==> src/rtl/dmem_arbiter_if.sv <==
// Bus bundle between the MEM stage, the external requester, the arbiter and Data_Memory.
// The arbiter sits on the slave side; CPU, EXT and the memory together form the master side.
interface dmem_arbiter_if #(
  parameter int ADDR_W = 8,
  parameter int DATA_W = 8
);
  logic              cpu_req;
  logic              cpu_we;
  logic [ADDR_W-1:0] cpu_addr;
  logic [DATA_W-1:0] cpu_wdata;
  logic [DATA_W-1:0] cpu_rdata;
  logic              cpu_stall;

  logic              ext_req;
  logic              ext_we;
  logic [ADDR_W-1:0] ext_addr;
  logic [DATA_W-1:0] ext_wdata;
  logic              ext_gnt;
  logic [DATA_W-1:0] ext_rdata;
  logic              ext_valid;
  logic              ext_err;

  logic              dm_mem_read;
  logic              dm_mem_write;
  logic [ADDR_W-1:0] dm_address;
  logic [DATA_W-1:0] dm_write_data;
  logic [DATA_W-1:0] dm_read_data;

  modport master (
    output cpu_req, cpu_we, cpu_addr, cpu_wdata,
    output ext_req, ext_we, ext_addr, ext_wdata,
    output dm_read_data,
    input  cpu_rdata, cpu_stall,
    input  ext_gnt, ext_rdata, ext_valid, ext_err,
    input  dm_mem_read, dm_mem_write, dm_address, dm_write_data
  );

  modport slave (
    input  cpu_req, cpu_we, cpu_addr, cpu_wdata,
    input  ext_req, ext_we, ext_addr, ext_wdata,
    input  dm_read_data,
    output cpu_rdata, cpu_stall,
    output ext_gnt, ext_rdata, ext_valid, ext_err,
    output dm_mem_read, dm_mem_write, dm_address, dm_write_data
  );
endinterface

==> src/rtl/dmem_arbiter.sv <==
// Data-memory arbiter: CPU has default priority, EXT gets capped bursts plus starvation protection.
// Define DMEM_ARB_PROTECT_EN to block (and flag) EXT writes below PROT_BASE.
module dmem_arbiter #(
  parameter int                ADDR_W       = 8,
  parameter int                DATA_W       = 8,
  parameter int                STARVE_LIMIT = 4,
  parameter int                EXT_BURST    = 4,
  parameter logic [ADDR_W-1:0] PROT_BASE    = 'h10
) (
  input  logic          clock,
  input  logic          reset,
  dmem_arbiter_if.slave bus
);

  typedef enum logic {ARB_CPU, ARB_EXT} arb_state_t;

  localparam int WAIT_W = $clog2(STARVE_LIMIT + 1);
  localparam int BEAT_W = $clog2(EXT_BURST + 1);
  localparam logic [WAIT_W-1:0] WAIT_LAST = WAIT_W'(STARVE_LIMIT - 1);
  localparam logic [BEAT_W-1:0] BEAT_LAST = BEAT_W'(EXT_BURST - 1);

  arb_state_t        state;
  logic [WAIT_W-1:0] wait_cnt;
  logic [BEAT_W-1:0] beat_cnt;
  logic              ext_own;
  logic              ext_beat;
  logic              ext_blocked;
  logic [ADDR_W-1:0] addr_sel;
  logic [DATA_W-1:0] wdata_sel;

  assign ext_own  = (state == ARB_EXT);
  assign ext_beat = ext_own & bus.ext_req;

`ifdef DMEM_ARB_PROTECT_EN
  assign ext_blocked = bus.ext_we & (bus.ext_addr < PROT_BASE);
`else
  logic unused_prot_base;
  assign ext_blocked      = 1'b0;
  assign unused_prot_base = ^PROT_BASE;
`endif

  always_comb begin
    addr_sel         = ext_own ? bus.ext_addr  : bus.cpu_addr;
    wdata_sel        = ext_own ? bus.ext_wdata : bus.cpu_wdata;
    bus.dm_mem_read  = 1'b0;
    bus.dm_mem_write = 1'b0;
    if (!reset) begin
      if (ext_own) begin
        bus.dm_mem_read  = bus.ext_req & ~bus.ext_we;
        bus.dm_mem_write = bus.ext_req & bus.ext_we & ~ext_blocked;
      end else begin
        bus.dm_mem_read  = bus.cpu_req & ~bus.cpu_we;
        bus.dm_mem_write = bus.cpu_req & bus.cpu_we;
      end
    end
  end

  assign bus.dm_address    = addr_sel;
  assign bus.dm_write_data = wdata_sel;
  assign bus.cpu_rdata     = bus.dm_read_data;
  assign bus.cpu_stall     = ext_own & bus.cpu_req;
  assign bus.ext_gnt       = ext_own;

  always_ff @(posedge clock) begin
    if (reset) begin
      state         <= ARB_CPU;
      wait_cnt      <= '0;
      beat_cnt      <= '0;
      bus.ext_rdata <= '0;
      bus.ext_valid <= 1'b0;
      bus.ext_err   <= 1'b0;
    end else begin
      bus.ext_valid <= ext_beat & ~bus.ext_we;
      bus.ext_err   <= ext_beat & bus.ext_we & ext_blocked;
      if (ext_beat && !bus.ext_we)
        bus.ext_rdata <= bus.dm_read_data;

      unique case (state)
        ARB_CPU: begin
          // The CPU access in the cycle that hands over still completes; EXT takes the next cycle.
          if (!bus.ext_req) begin
            wait_cnt <= '0;
          end else if (!bus.cpu_req || wait_cnt == WAIT_LAST) begin
            state    <= ARB_EXT;
            wait_cnt <= '0;
            beat_cnt <= '0;
          end else begin
            wait_cnt <= wait_cnt + 1'b1;
          end
        end
        ARB_EXT: begin
          if (!bus.ext_req) begin
            state <= ARB_CPU;
          end else if (beat_cnt == BEAT_LAST) begin
            state    <= ARB_CPU;
            beat_cnt <= '0;
          end else begin
            beat_cnt <= beat_cnt + 1'b1;
          end
        end
      endcase
    end
  end

endmodule
==> src/flat_wrapper.sv <==
// flat-port wrapper written by rule: the top's interface ports become plain ports
module dmem_arbiter_flat 
#(
  parameter int                ADDR_W       = 8,
  parameter int                DATA_W       = 8,
  parameter int                STARVE_LIMIT = 4,
  parameter int                EXT_BURST    = 4,
  parameter logic [ADDR_W-1:0] PROT_BASE    = 'h10
)
  (clock, reset, bus_cpu_req, bus_cpu_we, bus_cpu_addr, bus_cpu_wdata, bus_ext_req, bus_ext_we, bus_ext_addr, bus_ext_wdata, bus_dm_read_data, bus_cpu_rdata, bus_cpu_stall, bus_ext_gnt, bus_ext_rdata, bus_ext_valid, bus_ext_err, bus_dm_mem_read, bus_dm_mem_write, bus_dm_address, bus_dm_write_data);
  dmem_arbiter_if #(.ADDR_W(ADDR_W), .DATA_W(DATA_W)) bus_i ();
  input  logic clock;
  input  logic reset;
  input wire logic [$bits(bus_i.cpu_req)-1:0] bus_cpu_req;
  input wire logic [$bits(bus_i.cpu_we)-1:0] bus_cpu_we;
  input wire logic [$bits(bus_i.cpu_addr)-1:0] bus_cpu_addr;
  input wire logic [$bits(bus_i.cpu_wdata)-1:0] bus_cpu_wdata;
  input wire logic [$bits(bus_i.ext_req)-1:0] bus_ext_req;
  input wire logic [$bits(bus_i.ext_we)-1:0] bus_ext_we;
  input wire logic [$bits(bus_i.ext_addr)-1:0] bus_ext_addr;
  input wire logic [$bits(bus_i.ext_wdata)-1:0] bus_ext_wdata;
  input wire logic [$bits(bus_i.dm_read_data)-1:0] bus_dm_read_data;
  output wire logic [$bits(bus_i.cpu_rdata)-1:0] bus_cpu_rdata;
  output wire logic [$bits(bus_i.cpu_stall)-1:0] bus_cpu_stall;
  output wire logic [$bits(bus_i.ext_gnt)-1:0] bus_ext_gnt;
  output wire logic [$bits(bus_i.ext_rdata)-1:0] bus_ext_rdata;
  output wire logic [$bits(bus_i.ext_valid)-1:0] bus_ext_valid;
  output wire logic [$bits(bus_i.ext_err)-1:0] bus_ext_err;
  output wire logic [$bits(bus_i.dm_mem_read)-1:0] bus_dm_mem_read;
  output wire logic [$bits(bus_i.dm_mem_write)-1:0] bus_dm_mem_write;
  output wire logic [$bits(bus_i.dm_address)-1:0] bus_dm_address;
  output wire logic [$bits(bus_i.dm_write_data)-1:0] bus_dm_write_data;
  assign bus_i.cpu_req = bus_cpu_req;
  assign bus_i.cpu_we = bus_cpu_we;
  assign bus_i.cpu_addr = bus_cpu_addr;
  assign bus_i.cpu_wdata = bus_cpu_wdata;
  assign bus_i.ext_req = bus_ext_req;
  assign bus_i.ext_we = bus_ext_we;
  assign bus_i.ext_addr = bus_ext_addr;
  assign bus_i.ext_wdata = bus_ext_wdata;
  assign bus_i.dm_read_data = bus_dm_read_data;
  assign bus_cpu_rdata = bus_i.cpu_rdata;
  assign bus_cpu_stall = bus_i.cpu_stall;
  assign bus_ext_gnt = bus_i.ext_gnt;
  assign bus_ext_rdata = bus_i.ext_rdata;
  assign bus_ext_valid = bus_i.ext_valid;
  assign bus_ext_err = bus_i.ext_err;
  assign bus_dm_mem_read = bus_i.dm_mem_read;
  assign bus_dm_mem_write = bus_i.dm_mem_write;
  assign bus_dm_address = bus_i.dm_address;
  assign bus_dm_write_data = bus_i.dm_write_data;
  dmem_arbiter #(.ADDR_W(ADDR_W), .DATA_W(DATA_W), .STARVE_LIMIT(STARVE_LIMIT), .EXT_BURST(EXT_BURST), .PROT_BASE(PROT_BASE)) u_core (.clock(clock), .reset(reset), .bus(bus_i));
endmodule
==> config.mk <==
export PLATFORM = sky130hd
export DESIGN_NAME = dmem_arbiter_flat
export DESIGN_NICKNAME = d
export VERILOG_FILES = /design/src/rtl/dmem_arbiter_if.sv /design/src/rtl/dmem_arbiter.sv /design/src/flat_wrapper.sv
export SDC_FILE = /design/constraint.sdc
export NUM_CORES = 1
export LEC_CHECK = 0
export BUFFER_PORTS_ARGS = -buffer_cell sky130_fd_sc_hd__clkbuf_2
export CAP_MARGIN = 5
export CORE_AREA = 2 2 52 54
export CTS_CLUSTER_DIAMETER = 50
export DETAILED_ROUTE_END_ITERATION = 8
export DIE_AREA = 0 0 54 56
export PLACE_DENSITY_LB_ADDON = 0.08
export SYNTH_ARGS = -nofsm -noshare
export SYNTH_HDL_FRONTEND = slang
export SYNTH_SLANG_ARGS = --single-unit
==> constraint.sdc <==
create_clock -name clock -period 4.3 [get_ports clock]
set_input_delay 0.43 -clock clock [delete_from_list [all_inputs] [get_ports clock]]
set_output_delay 0.43 -clock clock [all_outputs]
set_load 0.05 [all_outputs]
==> results.md <==
- The synthesized instance count is 96.
- The tool flagged a number of max-cap violations equal to 0.
- The worst hold path begins at bus_dm_read_data[2].
- The post-route cell area is 1320 um2.
- The total grt overflow is 0.
- Before CTS, the worst setup slack after placement is 1740 ps.
- In the routed layout, each cell is associated on average with a via count of 4.61.
- For the worst-skew pair, the clock arrives at the later sink with an insertion delay of 280 ps.
- The number of setup buffers added after CTS is 0.
- The total CTS buffers is 3.
- The count of final setup violators is 0.
- No sink is reached through more buffers than the 2 on the longest clock path.
- The part of the cycle the worst path needs is 65.8%.
- In this run the critical register-to-register path is launched from u_core.bus.ext_gnt.
- The final worst slack is 1470 ps.
- The count of non-filler cells in the finished layout is 198.
- The placed instances occupy a cell area of 1300 um2.
- The cell at the root of the clock tree is sky130_fd_sc_hd__clkbuf_4.
- The signed area change from the synthesized netlist to the final layout is 41.3%.
- The final estimated routing congestion in global placement is 0.707.
- The setup TNS after final layout is 0 ps.
- Entering global routing, the biggest net connects 27 pins.
- Setup repair after global routing left no endpoint under its margin.
- The number of antenna violations at the first check in global routing is 0.
- After the first detailed-routing iteration, the DRC count stood at 3.
- When the netlist entered floorplanning its net count stood at 145.
- The routed wire length per instance is 11.2 um.
- The internal portion of the total power is 225 uW.
- The category of the most critical setup path is reg -> out.
- The number of hold violations in the final report was 0.
- During synthesis, Yosys emitted a total of 0 warnings.
- Sequential cells were found to cover 34.3% of the synthesized design area.
- The total number of clock tree sinks is 16.
- The clock slew at the register clock pins of the worst setup and hold paths is 90 ps.
- The count of buffers inserted at the top-level ports is 82.
- The worst hold path belongs to the class in -> reg.
- Once detail routing completed, the nets flagged for antenna violations numbered 0.
- The total global routing track utilization is 15.4%.
- Summed over all nets, the switching power comes to 138 uW.
- The worst vdd rail ir drop is 0.193 mV.
- The setup check on the worst reg-to-reg path leaves a slack of 2290 ps.
- The proportion of layout cells with a drive suffix above 1 is 63.1%.
- The worst-case clock skew is 5.12 ps.
- The worst setup path is launched from a flop.
- The via count of the first global-routing pass is 810.
- For the pin with the worst max-slew slack, the measured transition is 902 ps.
- The arrival time at the worst endpoint is 2400 ps.
- The routed layout has 912 vias.
- In this run, post-CTS repair resized a total of 0 instances.
- The wire length of the first global-routing pass is 3.53 mm.
- The max-slew violation total from the final report came to 0.
- The critical path startpoint is u_core.bus.ext_gnt.
- The areal power density over the cells is 275 nW/um2.
- The die is 56 um tall.
- In this run, placement finished with an instance count of 195.
- TritonCTS built the clock tree.
- Derived from the worst setup path, the maximum achievable clock frequency is 353 MHz.
- At the worst endpoint, the required time is 3870 ps.
- The count of antenna diodes in the layout is 0.
- Registers are responsible for 42.8% of the overall power.
- The number of iterations in the first detailed-routing pass is 2.
- In the layout the commonest cells are sky130_fd_sc_hd__clkbuf_2 (82), sky130_fd_sc_hd__mux2_2 (16), sky130_fd_sc_hd__dfxtp_1 (16).
- The cell area that synthesis handed to floorplanning was 933 um2.
- The most common library cell in the layout ignoring fill and taps is sky130_fd_sc_hd__clkbuf_2.
- After detailed routing, the number of remaining DRC violations is 0.
- The overall die area is 3020 um2.
- For this run, the post-layout net count is 219.
- STA classifies the critical path endpoint as a primary output.
- Counting flops and latches in the post-synthesis netlist gives 16.
- The switching part of the total power is 37.9%.
- In this run the number of H-tree levels came out at 1.
- In this run the core area contains 18 standard-cell rows.
- The initial utilization of the core area, before any placement, comes to 38.4%.
- The highest fanout seen on the critical path is 26.
- The run finished with clean final reports.
- The synthesized netlist contains 23 unique library cells.
- Headroom to the max-slew limit came out at 39.8%.
- Per report_power, the clock group accounts for 20.7% of the total.
- In this run the standard cell core region covers 2430 um2.
- The count of hold buffers inserted by post-cts repair is 0.
- The final design utilization is 54.2%.
- Summed over all nets, the half-perimeter wirelength after detailed placement is 1.82 mm.
- The number of top-level design ports is 84.
- For this block, the routed nets add up to 2.23 mm of wire.
- The leakage dissipation is 0.000727 uW.
- The horizontal die dimension is 54 um.
- After synthesis, the mean cell area works out to 9.72 um2.
- The share of total power dissipated in combinational logic is 36.5%.
- The final critical path time including I/O delays and setup is 2830 ps.
-- synthesized netlist by cell type --
library cell	n	share of area [%]
sky130_fd_sc_hd__a21o_1	1	0.80
sky130_fd_sc_hd__a21oi_1	2	1.1
sky130_fd_sc_hd__a311oi_1	2	1.9
sky130_fd_sc_hd__and2_1	1	0.67
sky130_fd_sc_hd__buf_2	2	1.1
sky130_fd_sc_hd__buf_4	9	7.2
sky130_fd_sc_hd__clkbuf_1	2	0.80
sky130_fd_sc_hd__conb_1	1	0.40
sky130_fd_sc_hd__dfxtp_1	16	34
sky130_fd_sc_hd__ha_1	3	4.0
sky130_fd_sc_hd__inv_1	5	2.0
sky130_fd_sc_hd__mux2_2	16	19
sky130_fd_sc_hd__mux2i_1	9	9.7
sky130_fd_sc_hd__nand2_1	4	1.6
sky130_fd_sc_hd__nand2b_1	2	1.3
sky130_fd_sc_hd__nand3_1	2	1.1
sky130_fd_sc_hd__nand3b_1	2	1.6
sky130_fd_sc_hd__nor2_1	9	3.6
sky130_fd_sc_hd__nor2b_1	1	0.67
sky130_fd_sc_hd__o21ai_2	3	2.8
sky130_fd_sc_hd__o22ai_1	1	0.67
sky130_fd_sc_hd__or3b_1	1	0.94
sky130_fd_sc_hd__or3b_4	2	2.4
-- critical path: stages (launching register included) --
cell	delay (ps)
sky130_fd_sc_hd__dfxtp_1	920
sky130_fd_sc_hd__nand3b_1	610
sky130_fd_sc_hd__a21oi_1	290
sky130_fd_sc_hd__clkbuf_2	300
-- layer usage --
layer | vias up | track usage (%) | part of all wire, %
li1 | 466 | - | -
met1 | 413 | 17.8 | 41
met2 | 33 | 26.7 | 51
met3 | 0 | 5.91 | 7.5
met4 | 0 | 2.14 | 0
met5 | - | 0 | 0
-- final timing paths --
check / to / cells after the start
setup / recovery: bus_dm_mem_read / 3
hold / removal: u_core.bus.ext_rdata[2] / 3
hold reg to reg: u_core.beat_cnt[2] / 2
setup reg to reg: u_core.bus.ext_rdata[4] / 3
-- kinds of logic (layout without fill, tap and decap cells) --
kind of cell             Yosys count  after routing  synth area share, %
AO/OA/AOI/OAI                      9              9                 7.24
adder cells (fa/ha/maj)            3              3                 4.02
flip-flops                        16             16                 34.3
multiplexers                      25             25                 29.0
AND/OR/NAND/NOR                   24             24                 13.9
other                              1              1                0.402
buffers and inverters             18             90                 11.1
-- flip-flops by register name (all words and copies together), names as in the netlist --
register              flops
u_core.bus.ext_gnt        1
u_core.bus.ext_valid      1
u_core.beat_cnt           3
u_core.bus.ext_rdata      8
u_core.wait_cnt           3
-- power groups by stage --
stage          clock (uW)  combinational, uW  sequential [uW]
4_1_cts              82.0                134              155
3_3_place_gp            0                132              158
3_5_place_dp            0                133              159
2_1_floorplan           0               96.1              162
5_1_grt              86.4                140              156
6_report             75.2                133              155
-- stage by stage --
stage                     power (uW)  hold WS (ps)
after floorplan                  258           425
after global placement           290           435
after detailed placement         292           445
after CTS                        371           384
after global routing             383           406
final                            363           397
-- layout make-up --
| cell class | count | area, um2 |
|---|---|---|
| fill | 233 | 1110 |
| multi-input combinational | 62 | 509 |
| timing repair buffer | 82 | 410 |
| sequential | 16 | 320 |
| tap | 30 | 37.5 |
| clock buffer | 3 | 22.5 |
| inverter | 5 | 18.8 |
Power figures use the tool's default switching activity.
